[src/rtl/seg7_scan_decoder.sv]
// rtl/seg7_scan_decoder.sv - cook-timer MM:SS capture, BCD to 7-seg decode, 4-digit scan
// Registered outputs: one dead-time cycle per slot, leading-zero blanking, blinking colon.
module seg7_scan_decoder #(
  parameter int REFRESH_DIV  = 4,
  parameter int BLINK_FRAMES = 2
) (
  input  logic        clk,
  input  logic        rst_n,
  input  logic [15:0] digits_in,
  input  logic        load,
  input  logic        enable,
  input  logic        blank_lead,
  input  logic        colon_blink,
  output logic [6:0]  seg,
  output logic [3:0]  an,
  output logic        dp
);

  localparam int CW = $clog2(REFRESH_DIV);
  localparam int FW = (BLINK_FRAMES > 1) ? $clog2(BLINK_FRAMES) : 1;
  localparam logic [CW-1:0] CNT_LAST   = CW'(REFRESH_DIV - 1);
  localparam logic [FW-1:0] FRAME_LAST = FW'(BLINK_FRAMES - 1);

  logic [15:0]   shadow;
  logic [CW-1:0] cnt;
  logic [1:0]    slot;
  logic [FW-1:0] frame;
  logic          colon_phase;

  logic [3:0] nib;
  logic       blank;
  logic       active;

  // Non-BCD nibbles show a dash so a corrupted timer value is visible.
  function automatic logic [6:0] decode(input logic [3:0] d);
    case (d)
      4'd0:    decode = 7'h7E;
      4'd1:    decode = 7'h30;
      4'd2:    decode = 7'h6D;
      4'd3:    decode = 7'h79;
      4'd4:    decode = 7'h33;
      4'd5:    decode = 7'h5B;
      4'd6:    decode = 7'h5F;
      4'd7:    decode = 7'h70;
      4'd8:    decode = 7'h7F;
      4'd9:    decode = 7'h7B;
      default: decode = 7'h01;
    endcase
  endfunction

  always_comb begin
    nib = shadow[3:0];
    case (slot)
      2'd0: nib = shadow[3:0];
      2'd1: nib = shadow[7:4];
      2'd2: nib = shadow[11:8];
      2'd3: nib = shadow[15:12];
      default: nib = shadow[3:0];
    endcase

    // A slot blanks only while every more-significant digit is also zero.
    blank = 1'b0;
    if (blank_lead) begin
      case (slot)
        2'd3:    blank = (shadow[15:12] == 4'd0);
        2'd2:    blank = (shadow[15:8] == 8'd0);
        2'd1:    blank = (shadow[15:4] == 12'd0);
        default: blank = 1'b0;
      endcase
    end

    active = enable && (cnt != '0) && !blank;
  end

  always_ff @(posedge clk or negedge rst_n) begin
    if (!rst_n) begin
      shadow      <= 16'h0000;
      cnt         <= '0;
      slot        <= 2'd0;
      frame       <= '0;
      colon_phase <= 1'b1;
      seg         <= 7'd0;
      an          <= 4'd0;
      dp          <= 1'b0;
    end else begin
      if (load) shadow <= digits_in;

      if (cnt == CNT_LAST) begin
        cnt  <= '0;
        slot <= slot + 2'd1;
        if (slot == 2'd3) begin
          if (frame == FRAME_LAST) begin
            frame       <= '0;
            colon_phase <= ~colon_phase;
          end else begin
            frame <= frame + 1'b1;
          end
        end
      end else begin
        cnt <= cnt + 1'b1;
      end

      // Outputs reflect the pre-edge scan position and shadow.
      an  <= active ? (4'b0001 << slot) : 4'd0;
      seg <= active ? decode(nib) : 7'd0;
      dp  <= active && (slot == 2'd2) && (!colon_blink || colon_phase);
    end
  end

endmodule

[config.mk]
export PLATFORM = sky130hd
export DESIGN_NAME = seg7_scan_decoder
export DESIGN_NICKNAME = d
export VERILOG_FILES = /design/src/rtl/seg7_scan_decoder.sv
export SDC_FILE = /design/constraint.sdc
export NUM_CORES = 1
export LEC_CHECK = 0
export ABC_CLOCK_PERIOD_IN_PS = 2200
export BUFFER_PORTS_ARGS = -buffer_cell sky130_fd_sc_hd__buf_2
export CAP_MARGIN = 15
export CORE_ASPECT_RATIO = 2
export CORE_UTILIZATION = 48
export DETAILED_ROUTE_END_ITERATION = 7
export GPL_ROUTABILITY_DRIVEN = 0
export PLACE_DENSITY = 0.84
export SKIP_CTS_REPAIR_TIMING = 1
export SYNTH_ARGS = -nofsm -noshare
export SYNTH_HDL_FRONTEND = slang
export SYNTH_SLANG_ARGS = --single-unit
[constraint.sdc]
create_clock -name clk -period 2.2 [get_ports clk]
set_input_delay 0.66 -clock clk [delete_from_list [all_inputs] [get_ports clk]]
set_output_delay 0.66 -clock clk [all_outputs]
set_load 0.05 [all_outputs]
==> results of run 1 <==
-- cell usage after synthesis (2+ instances only) --
cell type   n
a211o_1     2
a211oi_1    6
a21o_2      2
a21oi_1     6
a222oi_1    4
buf_2       2
clkbuf_1    2
dfrtp_1    33
ha_1       12
inv_1      15
mux2_2     14
nand2_1     6
nand3_1     2
nor2_1      6
nor2b_1     4
nor3_1      2
nor4_1      3
o21ai_0     7
xnor2_1     2
-- where the power goes --
group	switching, uW	internal, uW
Combinational	104	93.1
Sequential	30.4	656
Clock	231	222
-- area by class of cell --
class	instances	area [um2]	share of cell area, %
multi-input combinational	89	871	39.5
sequential	34	855	38.7
timing repair buffer	49	293	13.3
clock buffer	5	68.8	3.12
inverter	15	58.8	2.66
tap	32	40.0	1.81
clock inverter	3	21.3	0.964
-- state kept, by name (all words and copies together), names as in the netlist --
name	flops
slot	2
colon_phase	1
dp	1
an	4
shadow	16
seg	7
frame	1
cnt	2
-- stage by stage --
step	instance area, um2	util [%]
after floorplan	1720	-
after detailed placement	1950	57.7
final	2210	65.3
after global placement	1950	57.7
after CTS	2040	60.3
after global routing	2210	65.3
-- layout by cell type, fill, tap and decap left out, drive strengths merged --
master	count
a21o	2
dfrtp	33
nand2	6
inv	15
xnor2	2
nand3	3
xor2	1
nor2b	4
o2111ai	1
dfstp	1
o32ai	1
nor2	6
ha	12
mux2i	2
a211o	2
a21oi	7
o31ai	1
o21ai	8
mux2	14
a211oi	6
a22o	1
nor4	3
a2111oi	1
clkinvlp	1
a222oi	4
nor3	2
clkinv	2
clkbuf	5
buf	49
-- how the worst max path moves through the flow --
stage | start | end | cells past startpoint
floorplan | slot[0] | seg[6] | 11
global placement | slot[0] | seg[1] | 9
detailed placement | slot[0] | seg[1] | 9
finish | slot[0] | seg[1] | 9
global route | slot[0] | seg[1] | 10
CTS | slot[0] | seg[1] | 9
-- kinds of logic (layout without fill, tap and decap cells) --
group	count (synthesis)	in the layout	share of synthesized area, %
adders and majority gates	12	12	8.93
and+or+nand+nor	24	24	7.52
buffers and inverters	21	72	5.51
DFF	34	34	50.7
AOI/OAI and AO/OA	34	34	14.4
muxes	16	16	11.3
xor gates and xnor gates	3	3	1.56
-- metal layers --
metal,up-vias,part of all wire (%),global-route usage (%),wire [um]
met1,660,33,20.5,1320
met4,0,2.5,11.6,102
met2,46,61,43.0,2440
li1,608,-,-,-
met3,8,4.1,3.79,163
met5,-,0,0,0
==> results.cfg, run 1 <==
[critical_path]
arrival_ns = 2.57
slowest_stage = a222oi_1
worst_setup_path_end_kind = flop
reg2reg_depth = 9
r2r_start = slot[0]
cp_max_fo = 5
r2r_end = seg[1]
required_ns = 2.41
cp_num_buf_inv = 2
crit_type = reg2reg
start_kind = flop
critPathMaxStageDelay_ns = 0.49
path_delay_family = compound AO/OA/AOI/OAI gates
reg2reg_slack_ns = -0.16
cp_cell_sequence = buf_6 > ha_4 > a222oi_1 > mux2i_4 > buf_6 > ha_4 > a211oi_4 > o31ai_1 > a21oi_1

[synthesis]
yosysUniqueCellTypes = 33
ys_ff_latch = 34
synthTopCellsByArea = dfrtp_1 49%, mux2_2 9.4%, ha_1 8.9%, inv_1 3.4%, a211oi_1 2.7%
synth-main-ff-cell = dfrtp_1
seq_area_frac_synth_pct = 50.7
syn-instance-count = 144
async_flop_share_pct = 100
synth_top_cell_by_area = dfrtp_1
yosysWarnings = 0
syn-num-nets = 178
avgSynthCellArea_um2 = 11.7
netlist_area_mm2 = 0.00168
synth_edf_count = 0
synth.top_cell.area_share_pct = 49.1

[routing]
post_drt_wl_per_cell_um = 17.7
drcViolationCount = 2
drtIter0Drc = 76
first_pass_iters = 8
avgViaCountPerCell = 5.82
via_count = 1322
wl_mm = 4.02
final_antenna_net_count = 0

[placement]
placed_cells = 212
post-place-ws_ns = -0.0759
dp.final_hpwl_mm = 2.86
io_buffer_count = 33

[clock_network]
clk_latency_ns = 0.29
clock_path_buffers = 2
cts_tree = done
cts_sinks = 34
cts_buffers = 5
root_buffer = clkbuf_8
clk_pin_slew_ns = 0.07
htreeDepth = 2

[floorplan]
coreArea_mm2 = 0.00338
die_w_um = 43.8
io_pins = 34
die_y_um = 85.7
dieArea_mm2 = 0.00376
start_util_pct = 49.7
num_rows = 30

[final_layout]
final_cells = 227
area_growth_pct = 31.3
diodes = 0
nFillCells = 258
fin_nets = 228
final_layout_size_suffix_gt1_share_pct = 50.8

[sta]
setup_viol = 4
tns_ns = -0.407
hold_ws_ns = 0.424
rsz0062_at_grt = true
worst_pin_slew_ns = 0.730
fin_ws_ns = -0.155
max_freq_mhz = 425
period_minus_slack_ns = 2.36
relSlewSlack_pct = 51.3
drv_slew = 0
finalHoldViolCount = 0
skew_ns = 0.00529
finalCritPeriodShare_pct = 107

[global_route]
grt_start_max_net_pins = 35
grt_remaining_overflow = 0
grt_pass1_vias = 1362
antenna_found_initial = 0
track_usage_pct = 22.3
grt_pass1_wl_mm = 6.09

[worst_hold_path]
hold_class = in2async

[status]
violations = DRC, setup timing
outcome = finished with violations

[power_and_ir_drop]
ir_drop_mv = 0.593
powerDensity_mw_per_mm2 = 605
p_total_uw = 1340
power_leakage_uw = 0.00102

[job]
maxCapViolations = 0
Note: power is estimated with default switching activity, not from simulation.
==> inputs of run 2 (changes only) <==
Settings changed: CORE_MARGIN set to 2, PLACE_DENSITY 0.84 to 0.74.
==> results.cfg, run 2 (synthesis gave the netlist of run 1 again) <==
[status]
outcome = finished with violations
violations = setup timing

[final_layout]
finalCoreUtilization_pct = 65.1
area_growth_pct = 30.9
nFillCells = 274
diodes = 0
reg.largest.list = shadow: 16 flops, seg: 7 flops, an: 4 flops
regMostFlops = shadow
layout_common_cells = 33 x buf_2, 31 x dfrtp_1, 17 x buf_4, 14 x mux2_2, 10 x inv_1
final_layout_size_suffix_gt1_share_pct = 49.7
final_common_cell = buf_2
final_area_mm2 = 0.00220
fin_nets = 230
largest_register_ffs = 16

[sta]
rsz0062_at_grt = true
worst_pin_slew_ns = 0.718
drv_slew = 0
fin_ws_ns = -0.104
setup_viol = 3
finalHoldViolCount = 0
max_freq_mhz = 434
period_minus_slack_ns = 2.30
skew_ns = 0.00947
relSlewSlack_pct = 52.2
finalCritPeriodShare_pct = 105
tns_ns = -0.225

[critical_path]
arrival_ns = 2.48
critPathMaxStageDelay_ns = 0.52
reg2reg_slack_ns = -0.10
cp_max_fo = 6
r2r_start = slot[1]
start_kind = flop
reg2reg_depth = 9
crit_type = reg2reg
worst_setup_path_end_kind = flop
slowest_stage = a222oi_1
required_ns = 2.37
r2r_end = seg[3]
cp_cell_sequence = ha_4 > a222oi_1 > mux2i_4 > inv_2 > ha_1 > a211o_1 > o32ai_2 > o21ai_0 > a21oi_1

[placement]
io_buffer_count = 33
place_area_mm2 = 0.00196
dp.final_hpwl_mm = 2.74

[worst_hold_path]
hold_class = in2async

[floorplan]
die_y_um = 87.7
num_rows = 30
die_w_um = 45.8
dieArea_mm2 = 0.00402
start_util_pct = 49.7
coreArea_mm2 = 0.00338
io_pins = 34

[clock_network]
cts_buffers = 5
clock_path_buffers = 2
clk_pin_slew_ns = 0.07
root_buffer = clkbuf_8
clk_latency_ns = 0.29
cts_tree = done
cts_sinks = 34
htreeDepth = 2

[power_and_ir_drop]
ir_drop_mv = 0.543
powerDensity_mw_per_mm2 = 615
p_total_uw = 1350
power_leakage_uw = 0.00104

[routing]
avgViaCountPerCell = 5.86
post_drt_wl_per_cell_um = 17.3
wl_mm = 3.96
drtIter0Drc = 53
final_antenna_net_count = 0
drcViolationCount = 0
first_pass_iters = 6
via_count = 1343

[global_route]
grt_start_max_net_pins = 35
grt_remaining_overflow = 0
track_usage_pct = 21.4
grt_pass1_vias = 1368
antenna_found_initial = 0
grt_pass1_wl_mm = 6.24

[job]
maxCapViolations = 0
run 2: cell types whose count changed in the layout (fill, tap and decap cells not counted), sizes merged:
cell      change
clkbuf        +2
buf           +2
clkinvlp      -1
clkinv        -1
run 2: routing by layer:
| metal | up-vias | part of all wire [%] | GRT usage (%) |
|---|---|---|---|
| li1 | 610 | - | - |
| met1 | 670 | 33 | 21.6 |
| met2 | 45 | 58 | 38.8 |
| met3 | 18 | 3.4 | 3.71 |
| met4 | 0 | 5.6 | 11.7 |
| met5 | - | 0 | 0 |
run 2: metrics by stage:
stage	worst slack, ns	hold slack, ns	std cells
floorplan	0.000388	0.364	144
global placement	0.00446	0.443	213
detailed placement	-0.183	0.456	213
CTS	-0.202	0.447	221
global route	-0.209	0.485	229
finish	-0.104	0.419	229
run 2: worst max-delay path by stage:
stage / startpoint / endpoint / slack (ns) / cells after the start
floorplan: slot[0] / seg[6] / 0.0004 / 11
global placement: slot[0] / seg[1] / 0.004 / 9
detailed placement: slot[0] / seg[1] / -0.18 / 9
CTS: slot[0] / seg[1] / -0.20 / 9
global route: slot[0] / seg[3] / -0.21 / 9
finish: slot[1] / seg[3] / -0.10 / 9
run 2: worst max-delay path, delay by kind of cell, from the launching register on:
family                   cells  cell delay (ns)
AO/OA/AOI/OAI                5             1.03
flip-flops                   1             0.45
adder cells (fa/ha/maj)      2             0.41
multiplexers                 1             0.16
buffers and inverters        1             0.13
run 2: report_power, final:
group | internal (uW) | switching [uW]
logic | 94.6 | 104
registers | 656 | 30.3
clock network | 252 | 216
run 2: cell type report:
| type | count | area, um2 | share of cell area [%] |
|---|---|---|---|
| inverters | 15 | 56.3 | 2.56 |
| well taps | 32 | 40.0 | 1.82 |
| flip-flops and latches | 34 | 855 | 38.9 |
| multi-input cells | 89 | 853 | 38.8 |
| clock inverters | 1 | 5.00 | 0.228 |
| clock buffers | 7 | 86.3 | 3.92 |
| repair buffers | 51 | 304 | 13.8 |
